--- src/rtl/turfio_mode1_arbiter_if.sv ---
// Mode1 stream bundle between the local requesters and the command splice.
// s_*: NSRC requester lanes (8b data, 2b type); m_*: one beat toward the splice.
interface turfio_mode1_arbiter_if #(
  parameter int NSRC = 4
);
  logic [8*NSRC-1:0] s_tdata;
  logic [2*NSRC-1:0] s_tuser;
  logic [NSRC-1:0]   s_tvalid;
  logic [NSRC-1:0]   s_tlast;
  logic [NSRC-1:0]   s_tready;
  logic [7:0]        m_tdata;
  logic [1:0]        m_tuser;
  logic              m_tvalid;
  logic              m_tready;

  modport master (
    output s_tdata, s_tuser, s_tvalid, s_tlast, m_tready,
    input  s_tready, m_tdata, m_tuser, m_tvalid
  );

  modport slave (
    input  s_tdata, s_tuser, s_tvalid, s_tlast, m_tready,
    output s_tready, m_tdata, m_tuser, m_tvalid
  );
endinterface

--- src/rtl/turfio_mode1_arbiter.sv ---
// Round-robin packet arbiter sharing the TURFIO mode1 stream among NSRC sources.
// Ports: sysclk_i/rstn_i, enable_i, bus (slave), grant_o, abort_o, abort_count_o.
module turfio_mode1_arbiter #(
  parameter int NSRC    = 4,
  parameter int TIMEOUT = 1024
) (
  input  logic                  sysclk_i,
  input  logic                  rstn_i,
  input  logic                  enable_i,
  turfio_mode1_arbiter_if.slave bus,
  output logic [NSRC-1:0]       grant_o,
  output logic                  abort_o,
  output logic [15:0]           abort_count_o
);
  localparam int IW = (NSRC > 1) ? $clog2(NSRC) : 1;
  localparam int WW = $clog2(TIMEOUT);

  typedef enum logic {IDLE, PKT} state_t;

  state_t          state_q;
  logic [NSRC-1:0] grant_q;
  logic [IW-1:0]   gidx_q;
  logic [IW-1:0]   last_q;
  logic [WW-1:0]   wd_q;
  logic [7:0]      data_q;
  logic [1:0]      user_q;
  logic            mvalid_q;
  logic            abort_q;
  logic [15:0]     abort_count_q;
  logic [15:0]     abort_count_d;

  logic [IW-1:0]   pick;
  logic [IW-1:0]   j;
  logic            pick_ok;
  logic            g_valid;
  logic            g_last;
  logic [7:0]      g_data;
  logic [1:0]      g_user;
  logic            out_free;
  logic            xfer;
  logic            wd_hit;

  // First requester strictly after last_q, ascending with wrap.
  always_comb begin
    pick    = last_q;
    pick_ok = 1'b0;
    j       = '0;
    for (int k = 1; k <= NSRC; k++) begin
      j = IW'((int'(last_q) + k) % NSRC);
      if (!pick_ok && bus.s_tvalid[j]) begin
        pick_ok = 1'b1;
        pick    = j;
      end
    end
  end

  assign g_valid  = bus.s_tvalid[gidx_q];
  assign g_last   = bus.s_tlast[gidx_q];
  assign g_data   = bus.s_tdata[{gidx_q, 3'b000} +: 8];
  assign g_user   = bus.s_tuser[{gidx_q, 1'b0} +: 2];

  // Output register can take a beat when empty or draining this cycle.
  assign out_free = !mvalid_q || bus.m_tready;
  assign xfer     = (state_q == PKT) && g_valid && out_free;

  // Only a missing tvalid counts; backpressure never trips the watchdog.
  assign wd_hit   = (state_q == PKT) && !g_valid &&
                    (wd_q == WW'(TIMEOUT - 1));

  assign abort_count_d = (abort_count_q == 16'hFFFF) ?
                         abort_count_q : abort_count_q + 16'd1;

  assign bus.s_tready = (state_q == PKT && out_free) ?
                        (NSRC'(1) << gidx_q) : '0;
  assign bus.m_tdata  = data_q;
  assign bus.m_tuser  = user_q;
  assign bus.m_tvalid = mvalid_q;
  assign grant_o       = grant_q;
  assign abort_o       = abort_q;
  assign abort_count_o = abort_count_q;

  always_ff @(posedge sysclk_i or negedge rstn_i) begin
    if (!rstn_i) begin
      state_q       <= IDLE;
      grant_q       <= '0;
      gidx_q        <= '0;
      last_q        <= IW'(NSRC - 1);
      wd_q          <= '0;
      data_q        <= '0;
      user_q        <= '0;
      mvalid_q      <= 1'b0;
      abort_q       <= 1'b0;
      abort_count_q <= '0;
    end else begin
      abort_q <= 1'b0;
      if (xfer) begin
        mvalid_q <= 1'b1;
        data_q   <= g_data;
        user_q   <= g_user;
      end else if (bus.m_tready) begin
        mvalid_q <= 1'b0;
      end
      unique case (state_q)
        IDLE: begin
          if (enable_i && pick_ok) begin
            state_q <= PKT;
            grant_q <= NSRC'(1) << pick;
            gidx_q  <= pick;
            last_q  <= pick;
            wd_q    <= '0;
          end
        end
        PKT: begin
          if (xfer) begin
            wd_q <= '0;
            if (g_last) begin
              state_q <= IDLE;
              grant_q <= '0;
            end
          end else if (wd_hit) begin
            // last_q keeps the aborted source, sending it to the back.
            state_q       <= IDLE;
            grant_q       <= '0;
            abort_q       <= 1'b1;
            abort_count_q <= abort_count_d;
          end else if (!g_valid) begin
            wd_q <= wd_q + WW'(1);
          end
        end
        default: ;
      endcase
    end
  end
endmodule

--- src/flat_wrapper.sv ---
// flat-port wrapper written by rule: the top's interface ports become plain ports
module turfio_mode1_arbiter_flat 
#(
  parameter int NSRC    = 4,
  parameter int TIMEOUT = 1024
)
  (sysclk_i, rstn_i, enable_i, grant_o, abort_o, abort_count_o, bus_s_tdata, bus_s_tuser, bus_s_tvalid, bus_s_tlast, bus_m_tready, bus_s_tready, bus_m_tdata, bus_m_tuser, bus_m_tvalid);
  turfio_mode1_arbiter_if #(.NSRC(NSRC)) bus_i ();
  input  logic sysclk_i;
  input  logic rstn_i;
  input  logic enable_i;
  output logic [NSRC-1:0] grant_o;
  output logic abort_o;
  output logic [15:0] abort_count_o;
  input wire logic [$bits(bus_i.s_tdata)-1:0] bus_s_tdata;
  input wire logic [$bits(bus_i.s_tuser)-1:0] bus_s_tuser;
  input wire logic [$bits(bus_i.s_tvalid)-1:0] bus_s_tvalid;
  input wire logic [$bits(bus_i.s_tlast)-1:0] bus_s_tlast;
  input wire logic [$bits(bus_i.m_tready)-1:0] bus_m_tready;
  output wire logic [$bits(bus_i.s_tready)-1:0] bus_s_tready;
  output wire logic [$bits(bus_i.m_tdata)-1:0] bus_m_tdata;
  output wire logic [$bits(bus_i.m_tuser)-1:0] bus_m_tuser;
  output wire logic [$bits(bus_i.m_tvalid)-1:0] bus_m_tvalid;
  assign bus_i.s_tdata = bus_s_tdata;
  assign bus_i.s_tuser = bus_s_tuser;
  assign bus_i.s_tvalid = bus_s_tvalid;
  assign bus_i.s_tlast = bus_s_tlast;
  assign bus_i.m_tready = bus_m_tready;
  assign bus_s_tready = bus_i.s_tready;
  assign bus_m_tdata = bus_i.m_tdata;
  assign bus_m_tuser = bus_i.m_tuser;
  assign bus_m_tvalid = bus_i.m_tvalid;
  turfio_mode1_arbiter #(.NSRC(NSRC), .TIMEOUT(TIMEOUT)) u_core (.sysclk_i(sysclk_i), .rstn_i(rstn_i), .enable_i(enable_i), .bus(bus_i), .grant_o(grant_o), .abort_o(abort_o), .abort_count_o(abort_count_o));
endmodule
--- config.mk ---
export PLATFORM = sky130hd
export DESIGN_NAME = turfio_mode1_arbiter_flat
export DESIGN_NICKNAME = d
export VERILOG_FILES = /design/src/rtl/turfio_mode1_arbiter_if.sv /design/src/rtl/turfio_mode1_arbiter.sv /design/src/flat_wrapper.sv
export SDC_FILE = /design/constraint.sdc
export NUM_CORES = 1
export LEC_CHECK = 0
export BUFFER_PORTS_ARGS = -buffer_cell sky130_fd_sc_hd__buf_4
export CORE_ASPECT_RATIO = 0.7
export CORE_UTILIZATION = 34
export DETAILED_ROUTE_END_ITERATION = 16
export PLACE_DENSITY = 0.54
export SYNTH_ARGS = -nofsm -noshare
export SYNTH_HDL_FRONTEND = slang
export SYNTH_SLANG_ARGS = --single-unit
export TNS_END_PERCENT = 1
--- constraint.sdc ---
create_clock -name sysclk_i -period 3.2 [get_ports sysclk_i]
set_input_delay 0.64 -clock sysclk_i [delete_from_list [all_inputs] [get_ports sysclk_i]]
set_output_delay 0.64 -clock sysclk_i [all_outputs]
set_load 0.02 [all_outputs]
* After elaboration in Yosys (flattened, before gate mapping)
Cells that the tools add are included.
Cells by class: $add $sub $neg 6, magnitude comparators 5, equality and inequality tests 7, shift-type cells 4, muxes and demuxes 41, bitwise gates (word level) 3, reduce and logical (&&, ||, !) cells 20
Operators with widths (count):
- two-way mux 10 bit | 4
- variable part select 32 x 6 -> 8 bit | 1
- two-way mux 4 bit | 5
- one-hot mux 10 bit (2 select lines) | 1
- two-way mux 1 bit | 19
- adder 16 x 1 -> 16 bit, second input constant | 1
- == test 16 bit, second input constant | 1
- less-than comparator 2 x 3 -> 1 bit, second input constant | 5
- binary-select mux 1 bit (select 2 bit) | 6
- inequality test 3 bit, second input constant | 4
- adder 10 x 1 -> 10 bit, second input constant | 1
- == test 10 bit, second input constant | 1
- logical AND 1 bit | 9
- two-way mux 2 bit | 4
- one-hot mux 4 bit (2 select lines) | 1
- variable part select 8 x 4 -> 2 bit | 1
- left shift 1 x 2 -> 4 bit, first input constant | 2
- AND reduction 3 bit | 2
- zero test 1 bit | 5
- adder 2 x 1 -> 2 bit, second input constant | 2
- adder 2 bit, second input constant | 2
- AND reduction 4 bit | 1
- NOT 1 bit | 3
- inequality test 2 x 1 -> 1 bit, second input constant | 1
- 4 further kinds | 4
Storage, ports and cells: flip-flop bits (word level) 47, logic and storage cells 96

* Depth between registers and ports, before layout
Gate-level depths: netlist (run 1).
word-level depth 16, mapped depth 7, depth with buffers taken out 6

* Least setup slack after synthesis (run 1)
No wires, ideal clock.
path type register to output, from reg u_core.gidx_q[0], to out bus_s_tready[0], arrival time 1545 ps, required time 2560 ps, path slack 1015 ps, stages on the path, launching flop included 4, buffers on the path 2, path through dfrtp_1 buf_2 buf_1 nor4_1
Between the ends: word-level cells in the longest chain between the ends 2
Ends and longest elaborated chain:
- start: declaration | line turfio_mode1_arbiter.sv:22 | logic [IW-1:0] gidx_q;
- start signal: assignment | line turfio_mode1_arbiter.sv:108 | gidx_q <= pick;
- left shift 1 x 2 -> 4 bit | line turfio_mode1_arbiter.sv:74 | (NSRC'(1) << gidx_q) : '0;
- two-way mux 4 bit | line turfio_mode1_arbiter.sv:73 | assign bus.s_tready = (state_q == PKT && out_free) ?
- end: declaration | line flat_wrapper.sv:20 | output wire logic [$bits(bus_i.s_tready)-1:0] bus_s_tready;
Every way passes these cells.

* Final worst setup path (run 1)
from reg u_core.wd_q[0], to reg u_core.abort_count_q[13] (netlist: u_core.abort_count_o[13])
Between the ends: word-level cells in the longest chain between the ends 3
Ends and longest elaborated chain:
- start: declaration | line turfio_mode1_arbiter.sv:24 | logic [WW-1:0] wd_q;
- start signal: assignment | line turfio_mode1_arbiter.sv:127 | wd_q <= wd_q + WW'(1);
- == test 10 bit | line turfio_mode1_arbiter.sv:68 | (wd_q == WW'(TIMEOUT - 1));
- logical AND 1 bit | line turfio_mode1_arbiter.sv:67 | assign wd_hit = (state_q == PKT) && !g_valid &&
- AND reduction 4 bit (no source line)
- end signal: assignment | line turfio_mode1_arbiter.sv:125 | abort_count_q <= abort_count_d;
- end: declaration | line turfio_mode1_arbiter.sv:29 | logic [15:0] abort_count_q;
Every way passes these cells. A chain may end at the register's enable or synchronous reset.

==> results of run 1 <==
-- per-stage QoR --
stage                     instance area (µm²)  utilization  setup slack [ns]  hold WS [ns]  std cells
final                                    3420        0.468             0.884         0.335        421
after global routing                     3420        0.468             0.668         0.386        421
after CTS                                3420        0.468             0.895         0.357        421
after detailed placement                 3330        0.456             0.807         0.474        413
after global placement                   3330        0.456             0.877         0.473        413
after floorplan                          2580            -              1.02         0.344        233
-- power by group through the flow --
stage,Combinational (W),Clock [W],Sequential (W)
after global placement,0.00114,0,0.000853
after floorplan,0.000704,0,0.000926
after CTS,0.00114,0.000379,0.000847
final,0.00113,0.000366,0.000846
after detailed placement,0.00114,0,0.000857
after global routing,0.00123,0.000401,0.000868
-- layer usage --
metal	wire, µm	share of wire	vias up
met5	0	0	-
met3	309	0.051	5
met1	2940	0.49	1060
met2	2750	0.46	54
li1	-	-	1045
met4	38	0.0063	0
-- logic make-up after synthesis --
logic type | count (synthesis) | share of synthesized area
AOI/OAI and AO/OA | 42 | 0.112
xor gates and xnor gates | 14 | 0.0475
adders and majority gates | 2 | 0.00969
buffers and inverters | 15 | 0.0266
DFF | 47 | 0.456
muxes | 25 | 0.164
and+or+nand+nor | 88 | 0.184
-- registers in the layout, indices dropped and copies added (netlist names), 2 cells and up --
| register | cells |
|---|---|
| u_core.abort_count_o | 16 |
| u_core.bus.m_tdata | 8 |
| u_core.bus.m_tuser | 2 |
| u_core.gidx_q | 2 |
| u_core.grant_o | 4 |
| u_core.last_q | 2 |
| u_core.wd_q | 10 |
-- cells in the final DEF, fill, tap and decap left out, drive strengths merged, types with 6 or more instances in the layout --
master	Yosys	final
buf	6	89
dfrtp	45	45
nand2	22	22
nor2	21	21
mux2	12	12
mux4	12	12
nand3	11	11
o21ai	10	10
inv	8	9
xor2	8	8
and3	6	6
xnor2	6	6
a21oi	6	6
nor3	6	6
-- layout make-up --
type,count,area (µm²)
clock buffer,5,68.8
timing repair buffer,89,668
tap,98,123
fill,702,3900
sequential,47,1180
inverter,8,30.0
clock inverter,3,18.8
multi-input combinational,171,1340
-- cell usage after synthesis, types with 2 or more instances --
| library cell | instances | area [µm²] |
|---|---|---|
| dfrtp_1 | 45 | 1130 |
| nand2_1 | 22 | 82.6 |
| nor2_1 | 20 | 75.1 |
| mux2_2 | 12 | 135 |
| mux4_2 | 10 | 225 |
| nand3_1 | 10 | 50.1 |
| o21ai_0 | 10 | 50.1 |
| inv_1 | 8 | 30.0 |
| xor2_1 | 8 | 70.1 |
| a21oi_1 | 6 | 30.0 |
| and3_1 | 6 | 37.5 |
| xnor2_1 | 6 | 52.6 |
| nor3_1 | 5 | 25.0 |
| a31oi_1 | 4 | 25.0 |
| buf_2 | 4 | 20.0 |
| nand4_1 | 4 | 25.0 |
| a21o_1 | 3 | 22.5 |
| a22o_1 | 3 | 26.3 |
| nand2b_1 | 3 | 18.8 |
| nor4_1 | 3 | 18.8 |
| o31ai_1 | 3 | 22.5 |
| and4_1 | 2 | 17.5 |
| dfstp_2 | 2 | 52.6 |
| ha_1 | 2 | 25.0 |
| mux4_1 | 2 | 52.6 |
| nor2b_1 | 2 | 12.5 |
| o2111ai_1 | 2 | 17.5 |
| o211ai_1 | 2 | 15.0 |
| o21a_1 | 2 | 15.0 |
| o41ai_1 | 2 | 17.5 |
-- worst paths after layout --
check                                               from                        to  slack (ns)  depth (start not counted)
worst max-delay path                      u_core.wd_q[0]  u_core.abort_count_o[13]        0.88                          6
worst max register to register            u_core.wd_q[0]  u_core.abort_count_o[13]        0.88                          6
worst min register to register  u_core.abort_count_o[13]  u_core.abort_count_o[13]        0.49                          1
max in group asynchronous                         rstn_i            u_core.wd_q[7]        2.45                          1
worst min-delay path                              rstn_i   u_core.abort_count_o[8]        0.33                          1
min in group sysclk_i           u_core.abort_count_o[13]  u_core.abort_count_o[13]        0.49                          1
==> summary.md, run 1 <==
| Metric | Value |
|---|---|
| Result of the run | completed |
| Area of the mapped netlist | approximately 2600 µm² |
| Switching pwr | a little under 0.0009 W |
| Overall power consumption | 0.00234 W |
| Global-route wire length before repair | 10500 µm |
| Mean cell area of the mapped netlist | 11.1 µm² |
| Port bufs | 87 |
| Slew of the pin with the lowest slew margin | 0.608 ns |
| Global-route track usage on met1 | 0.224 |
| Layout cells sized above 1 | 0.399 |
| Final weighted congestion in routability-driven placement | 0.794 |
| Met3 demand-to-capacity share in global routing | 0.0355 |
| Via density | 5.14 |
| Die Wd | 106 µm |
| Master cell of the clock root buffer | clkbuf_8 |
| Async SR Flop Fraction | 1.00 |
| Post-CTS setup-driven buffer insertion count | 0 |
| Share of total power in the clock network | 0.156 |
| DIE AREA | 7950 µm² |
| Number of max-slew violations in the final report | 0 |
| TritonCTS clock tree | built |
| Setup Crit Path Kind | reg -> reg |
| Post-synthesis cell count | 233 |
| Remaining global-route overflow | 0 |
| Post-synth cell types | 50 |
| Buffer levels on the longest clock path | 2 |
| Final worst-path cycle share | 0.724 |
| Required time reported for the critical path endpoint | 3.43 ns |
| Clock slew at reported path FFs | 0.10 ns |
| Layout overhead on the synthesized area | 32.5% |
| Power per cell area | 683 nW/µm² |
| Number of buffers created by CTS | 5 |
| Final worst path period need | 2.32 ns |
| Cells resized by post-CTS repair | 0 |
| Count of flip-flops with a built-in enable after synthesis | 0 |
| Max-cap violations | 0 |
| Worst-path maximum fanout | 9 |
| Dominant register cell in the synthesized netlist | dfrtp_1 |
| Post-layout net count | 376 |
| Global-route total usage across every layer | 0.167 |
| Final wirelength | 6040 µm |
| Detailed-route DRC error count | 0 |
| Total nets after synthesis | 287 |
| Die Ht | roughly 75 µm |
| # setup viols final | 0 |
| Critical Path AT | ~2.6 ns |
| Highest attainable clock frequency | 432 MHz |
| # hold bufs at CTS | 0 |
| Worst path cell trace | ha_1, nand3_1, nor4_4, o2111ai_1, nor3_1, xor2_1 |
| Clock latency at the later pin of the worst-skew pair | 0.31 ns |
| Top Family by Delay on Critical Path | simple AND/OR/NAND/NOR gates |
| Final clock skew | 0.0102 ns |
| Leakage power figure | 1.65 nW |
| Drt initial violations | about 120 |
| Critical Path Slowest Stage Cell | nor4_4 |
| Final sum of negative setup slack | 0 ns |
| Antenna Violating Nets Remaining | 0 |
| Routed WL per cell | 14.3 µm |
| Relative contribution of combinational cells to total power | 0.482 |
| Io pins | 88 |
| Register area share after synthesis | 0.456 |
| Met2 usage in global routing | 0.284 |
| Num rows | 26 |
| HPWL after detailed placement | between 4000 and 5000 µm |
| Most utilized layer in the global route result | met2 |
| Total via count after detailed routing | 2164 |
| Worst slew margin relative to its limit | 0.592 |
| RSZ-0062 raised after global routing | false |
| Synthesis-stage register bit count | 47 |
| Final Hold Violating Endpoints | 0 |
| TritonRoute pass-1 iters | 4 |
| Maximum number of pins on one net before global-route repair | 48 |
| Count of H-tree levels built during CTS | 2 |
| Fraction of power consumed by sequential logic | 0.362 |
| Crit path largest cell delay | 0.57 ns |
| Sw Ratio | 0.381 |
| Antenna violations before repair | 0 |
| Kind of end point of the critical path | register |
| Final antenna diode count | 0 |
| Standard cell core area | around 7300 µm² |
| Cell internal pwr | approximately 0.0014 W |
| Buf/Inv on CP | 0 |
| Sinks on Clock Net | 47 |
| Via count of the first global-routing pass | approximately 2200 |
| Effective utilization at floorplan | 0.353 |
| Startpoint type of the worst setup path | register |
| Hold Crit Class | in -> async |
| Yosys warning count | 0 |
| Max VDD drop | 397 µV |
(Power assumes the default switching activity.)
==> run 2, diff against run 1 <==
--- a/config.mk
+++ b/config.mk
@@ -9,7 +9,7 @@
 export CORE_ASPECT_RATIO = 0.7
 export CORE_UTILIZATION = 34
 export DETAILED_ROUTE_END_ITERATION = 16
-export PLACE_DENSITY = 0.54
+export PLACE_DENSITY = 0.56
 export SYNTH_ARGS = -nofsm -noshare
 export SYNTH_HDL_FRONTEND = slang
 export SYNTH_SLANG_ARGS = --single-unit
==> constraint.sdc (replaced) <==
create_clock -name sysclk_i -period 2.03 [get_ports sysclk_i]
set_input_delay 0.406 -clock sysclk_i [delete_from_list [all_inputs] [get_ports sysclk_i]]
set_output_delay 0.406 -clock sysclk_i [all_outputs]
set_load 0.02 [all_outputs]
==> run 2 against run 1 <==
Compared with the run above: the flow now finishes with violations (design-rule violations); sequential power is 57% higher; via count grew 2.0%; non-clock buffer count is 17 higher; hold slack got worse by 0.23 ns; clock power rose by 100%; sequential share of layout area is 1.7 points lower; combinational power increased by 67%; critical endpoint is now u_core.abort_count_o[1]; largest power group unchanged.
==> summary.md, run 2 (synthesized netlist as in run 1, its figures left out) <==
| Metric | Value |
|---|---|
| Count of H-tree levels built during CTS | 2 (unchanged) |
| Number of buffers created by CTS | 5 (unchanged) |
| Number of flip-flops in the largest register | 16 (unchanged) |
| Antenna violations before repair | 0 (unchanged) |
| DIE AREA | 7950 µm² (unchanged) |
| Required time reported for the critical path endpoint | 2.22 ns (-1.21 ns) |
| Final sum of negative setup slack | 0 ns (unchanged) |
| Maximum number of pins on one net before global-route repair | 48 (unchanged) |
| Global-route total usage across every layer | 0.164 (-0.00384) |
| Hold Crit Class | in -> async |
| Buffer levels on the longest clock path | 2 (unchanged) |
| Master cell of the clock root buffer | clkbuf_8 |
| RR Endpoint | u_core.abort_count_o[1] |
| Worst slew margin relative to its limit | 0.603 (+0.0105) |
| Final clock skew | 0.00522 ns (-0.00493 ns) |
| TritonCTS clock tree | built |
| Highest attainable clock frequency | 521 MHz (+21%) |
| Critical Path AT | 2.11 ns (-0.44 ns) |
| Final Hold Violating Endpoints | 0 (unchanged) |
| Routed WL per cell | 14.0 µm (-2.4%) |
| Final core occ | 0.491 (+0.0236) |
| Final weighted congestion in routability-driven placement | 0.832 (+4.8%) |
| Most frequent cells in the layout | 106 x buf_4, 45 x dfrtp_1, 22 x nand2_1 |
| Via density | 5.04 (-2.0%) |
| Global-route wire length before repair | 10100 µm (-4.0%) |
| Die Wd | 106 µm (unchanged) |
| Max-cap violations | 0 (unchanged) |
| # setup viols final | 0 (unchanged) |
| Via count of the first global-routing pass | 2078 (-6.0%) |
| Effective utilization at floorplan | 0.353 (unchanged) |
| Post-CTS setup-driven buffer insertion count | 0 (unchanged) |
| Detailed-route DRC error count | 1 (+1) |
| Critical path launch point | u_core.gidx_q[1] |
| Power per cell area | 1100 nW/µm² (+61%) |
| Worst-path maximum fanout | 7 (-2) |
| Final wirelength | 6140 µm (+1.6%) |
| Total via count after detailed routing | 2207 (+2.0%) |
| Area used by multi-input combinational logic | 1350 µm² (+0.84%) |
| Cells resized by post-CTS repair | 0 (unchanged) |
| HPWL after detailed placement | 4670 µm (+0.98%) |
| Startpoint type of the worst setup path | register |
| Critical Path Slowest Stage Cell | mux4_2 |
| Crit path largest cell delay | 0.61 ns (+0.04 ns) |
| Layout cells sized above 1 | 0.435 (+0.0359) |
| Max VDD drop | 711 µV (+79%) |
| Port bufs | 87 (unchanged) |
| Final antenna diode count | 0 (unchanged) |
| Final worst path period need | 1.92 ns (-0.397 ns) |
| Standard cell core area | 7320 µm² (unchanged) |
| Worst path cell trace | mux4_2, nor2_4, o211a_2, mux2_2 |
| Die Ht | 74.9 µm (unchanged) |
| Register-to-Register Setup Slack | 0.11 ns (-0.77 ns) |
| Antenna Violating Nets Remaining | 0 (unchanged) |
| Remaining global-route overflow | 0 (unchanged) |
| TritonRoute pass-1 iters | 10 (+6) |
| Setup Crit Path Kind | reg -> reg |
| RSZ-0062 raised after global routing | true |
| Cell area after placement | 3460 µm² (+3.8%) |
| Worst-case reg-to-reg path depth | 4 (-2) |
| Reg2Reg Launch Point | u_core.gidx_q[1] |
| Commonest non-fill, non-tap cell in the layout | buf_4 |
| Leakage power figure | 1.75 nW (+5.8%) |
| Violated checks | design-rule violations |
| Cell area after layout | 3590 µm² (+5.0%) |
| Fillers | 698 (-0.57%) |
| Storage element area | 1180 µm² (unchanged) |
| Number of max-slew violations in the final report | 0 (unchanged) |
| Layout overhead on the synthesized area | 39.2% |
| Sinks on Clock Net | 47 (unchanged) |
| Slew of the pin with the lowest slew margin | 0.591 ns (-0.0171 ns) |
| Drt initial violations | 118 (-2.5%) |
| Num rows | 26 (unchanged) |
| # hold bufs at CTS | 0 (unchanged) |
| Result of the run | finished, violations left |
| Clock slew at reported path FFs | 0.09 ns (about the same) |
| Clock latency at the later pin of the worst-skew pair | 0.30 ns (about the same) |
| Final worst-path cycle share | 0.945 (+0.222) |
| Io pins | 88 (unchanged) |
| Kind of end point of the critical path | register |
| Post-layout net count | 393 (+4.5%) |
==> run 2: metal layers <==
metal	part of all wire	track usage	vias to the layer above	routed length, µm
li1	-	-	1079	-
met1	0.50	0.232	1075	3080
met2	0.45	0.263	51	2770
met3	0.045	0.0355	2	276
met4	0.0028	0.0309	0	17
met5	0	0	-	0
==> run 2: per-stage QoR <==
stage / total power [W] / hold WS [ns] / worst slack, ns / cells
floorplan: 0.00257 / 0.110 / 0.0790 / 233
global placement: 0.00324 / 0.468 / 0.0190 / 430
detailed placement: 0.00325 / 0.460 / -0.00688 / 430
CTS: 0.00400 / 0.132 / 0.0934 / 438
global route: 0.00422 / 0.158 / -0.0252 / 438
finish: 0.00396 / 0.104 / 0.111 / 438
==> run 2: cell type report <==
cell class | instances | share of cell area
clock buffers | 6 | 0.0230
clock inverters | 2 | 0.0108
inverters | 8 | 0.00835
multi-input cells | 171 | 0.375
flip-flops and latches | 47 | 0.328
well taps | 98 | 0.0341
repair buffers | 106 | 0.221
==> run 2: how the worst max path moves through the flow <==
stage / to / slack (ns) / cells after the start
floorplan: bus_s_tready[0] / 0.08 / 3
detailed placement: u_core.abort_count_o[1] / -0.007 / 5
global placement: u_core.grant_o[0] / 0.02 / 6
global route: u_core.abort_count_o[8] / -0.03 / 5
CTS: u_core.abort_count_o[1] / 0.09 / 5
finish: u_core.abort_count_o[1] / 0.11 / 4
==> run 2: report_power, final <==
group	internal (W)	switching, W
logic	0.000955	0.000930
registers	0.00117	0.000167
clock network	0.000406	0.000333
==> run 2: critical path, delay by kind of cell (launching register included) <==
kind | cells | cell delay, ns
flops | 1 | 0.38
compound gates | 1 | 0.28
simple gates | 1 | 0.20
mux | 2 | 0.95
==> run 3, diff against run 2 <==
--- a/config.mk
+++ b/config.mk
@@ -10,6 +10,7 @@
 export CORE_UTILIZATION = 34
 export DETAILED_ROUTE_END_ITERATION = 16
 export PLACE_DENSITY = 0.56
+export RECOVER_POWER = 50
 export SYNTH_ARGS = -nofsm -noshare
 export SYNTH_HDL_FRONTEND = slang
 export SYNTH_SLANG_ARGS = --single-unit
==> run 3 against run 2 <==
Compared with the run above: the run still ends with design-rule violations left; sequential share of layout area grew 0.58 points; utilization shrank 0.85 points; cell count is the same; flip-flop and latch count is the same; combinational power shrank 7%; clock skew grew 0.0028 ns; critical endpoint unchanged; routed wire length shrank 0.52%; largest cell class unchanged.
==> summary.md, run 3 (synthesized netlist as in run 1, its figures left out) <==
| Metric | Value |
|---|---|
| Worst-case reg-to-reg path depth | 4 (unchanged) |
| Cell area after placement | 3460 µm² (unchanged) |
| Detailed-route DRC error count | 1 (unchanged) |
| Final weighted congestion in routability-driven placement | 0.832 (unchanged) |
| Critical Path AT | 2.11 ns (about the same) |
| Max VDD drop | 671 µV (-5.6%) |
| Final worst-path cycle share | 0.946 (about the same) |
| Final cell count without fillers | 438 (unchanged) |
| Register-to-Register Setup Slack | 0.11 ns (about the same) |
| Worst-path maximum fanout | 7 (unchanged) |
| Num rows | 26 (unchanged) |
| Number of buffers created by CTS | 5 (unchanged) |
| Global-route wire length before repair | 10100 µm (unchanged) |
| Total via count after detailed routing | 2224 (+0.77%) |
| Worst slew margin relative to its limit | 0.220 (-0.383) |
| Result of the run | finished, violations left |
| Io pins | 88 (unchanged) |
| Required time reported for the critical path endpoint | 2.22 ns (about the same) |
| Reg2Reg Launch Point | u_core.gidx_q[1] |
| # setup viols final | 0 (unchanged) |
| Startpoint type of the worst setup path | register |
| Remaining global-route overflow | 0 (unchanged) |
| Number of max-slew violations in the final report | 0 (unchanged) |
| HPWL after detailed placement | 4670 µm (unchanged) |
| Post-layout net count | 393 (unchanged) |
| Clock slew at reported path FFs | 0.10 ns (about the same) |
| # hold bufs at CTS | 0 (unchanged) |
| Final antenna diode count | 0 (unchanged) |
| Number of flip-flops in the largest register | 16 (unchanged) |
| Final wirelength | 6100 µm (-0.52%) |
| Die Ht | 74.9 µm (unchanged) |
| Violated checks | design-rule violations |
| Worst setup margin | 0.110 ns (-0.000894 ns) |
| Hold Crit Class | in -> async |
| Port bufs | 87 (unchanged) |
| Final worst path period need | 1.92 ns (+0.000894 ns) |
| Overall power consumption | 0.00383 W (-3.2%) |
| Die Wd | 106 µm (unchanged) |
| Power per cell area | 1090 nW/µm² (-1.5%) |
| RSZ-0062 raised after global routing | true |
| Layout cells sized above 1 | 0.388 (-0.0471) |
| Commonest non-fill, non-tap cell in the layout | buf_4 |
| Fillers | 706 (+1.1%) |
| Placed Instances | 430 (unchanged) |
| RR Endpoint | u_core.abort_count_o[1] |
| Count of H-tree levels built during CTS | 2 (unchanged) |
| Slew of the pin with the lowest slew margin | 1.17 ns (+0.579 ns) |
| Setup Crit Path Kind | reg -> reg |
| Via count of the first global-routing pass | 2078 (unchanged) |
| Area used by multi-input combinational logic | 1350 µm² (unchanged) |
| Layout overhead on the synthesized area | 36.8% |
| Via density | 5.08 (+0.77%) |
| Final sum of negative setup slack | 0 ns (unchanged) |
| Sinks on Clock Net | 47 (unchanged) |
| Buffer levels on the longest clock path | 2 (unchanged) |
| Kind of end point of the critical path | register |
| Max-cap violations | 0 (unchanged) |
| Maximum number of pins on one net before global-route repair | 48 (unchanged) |
| Clock latency at the later pin of the worst-skew pair | 0.30 ns (about the same) |
| Storage element area | 1180 µm² (unchanged) |
| Global-route total usage across every layer | 0.164 (unchanged) |
| Drt initial violations | 119 (+0.85%) |
| Standard cell core area | 7320 µm² (unchanged) |
| DIE AREA | 7950 µm² (unchanged) |
| TritonCTS clock tree | built |
| Master cell of the clock root buffer | clkbuf_8 |
| Highest attainable clock frequency | 521 MHz (about the same) |
| Antenna Violating Nets Remaining | 0 (unchanged) |
| TritonRoute pass-1 iters | 10 (unchanged) |
| Antenna violations before repair | 0 (unchanged) |
| Leakage power figure | 1.69 nW (-3.5%) |
| Cell area after layout | 3530 µm² (-1.7%) |
| Worst setup slack after placement | -0.00688 ns (unchanged) |
| Most frequent cells in the layout | 89 x buf_4, 45 x dfrtp_1, 22 x nand2_1 |
| Final Hold Violating Endpoints | 0 (unchanged) |
| Final clock skew | 0.00804 ns (+0.00282 ns) |
| Routed WL per cell | 13.9 µm (-0.52%) |
| Effective utilization at floorplan | 0.353 (unchanged) |
run 3: report_power, final:
part | internal, W | switching (W) | total (W) | leakage, nW
Combinational | 0.000833 | 0.000927 | 0.00176 | 1.02
Sequential | 0.00117 | 0.000163 | 0.00133 | 0.610
Clock | 0.000406 | 0.000336 | 0.000742 | 0.0618
Total | 0.00241 | 0.00143 | 0.00383 | 1.69
run 3: cell type report:
type                       count  share of cell area
clock buffer                   6              0.0234
clock inverter                 2              0.0110
inverter                       8             0.00850
multi-input combinational    171               0.381
sequential                    47               0.334
tap                           98              0.0347
timing repair buffer         106               0.208
run 3: worst max-delay path by stage:
stage	start	end	slack, ns	depth (start not counted)
2_1_floorplan	u_core.gidx_q[0]	bus_s_tready[0]	0.08	3
3_3_place_gp	bus_s_tvalid[3]	u_core.grant_o[0]	0.02	6
3_5_place_dp	bus_s_tvalid[3]	u_core.abort_count_o[1]	-0.007	5
4_1_cts	u_core.wd_q[0]	u_core.abort_count_o[1]	0.09	5
5_1_grt	u_core.gidx_q[1]	u_core.abort_count_o[8]	-0.03	5
6_report	u_core.gidx_q[1]	u_core.abort_count_o[1]	0.11	4
run 3: worst max-delay path: stages, from the launching register on:
cell and delay, ns:
dfrtp_1 0.38, mux4_2 0.61, nor2_4 0.19, o211a_2 0.28, mux2_2 0.34
run 3: repair_timing:
| item | CTS | global route |
|---|---|---|
| setup buffers | 0 | 0 |
| resized for setup | 0 | 2 |
| hold endpoints to repair | 0 | 0 |
| endpoints found under the setup margin | 0 | 6 |
run 3: through the flow:
| step | util | hold WS, ns |
|---|---|---|
| floorplan | - | 0.110 |
| global placement | 0.473 | 0.468 |
| detailed placement | 0.473 | 0.460 |
| CTS | 0.490 | 0.132 |
| global route | 0.483 | 0.444 |
| finish | 0.483 | 0.325 |
run 3: metal layers:
layer,global-route usage,part of all wire
met5,0,0
met2,0.263,0.45
met1,0.232,0.50
met4,0.0309,0.0048
met3,0.0355,0.046
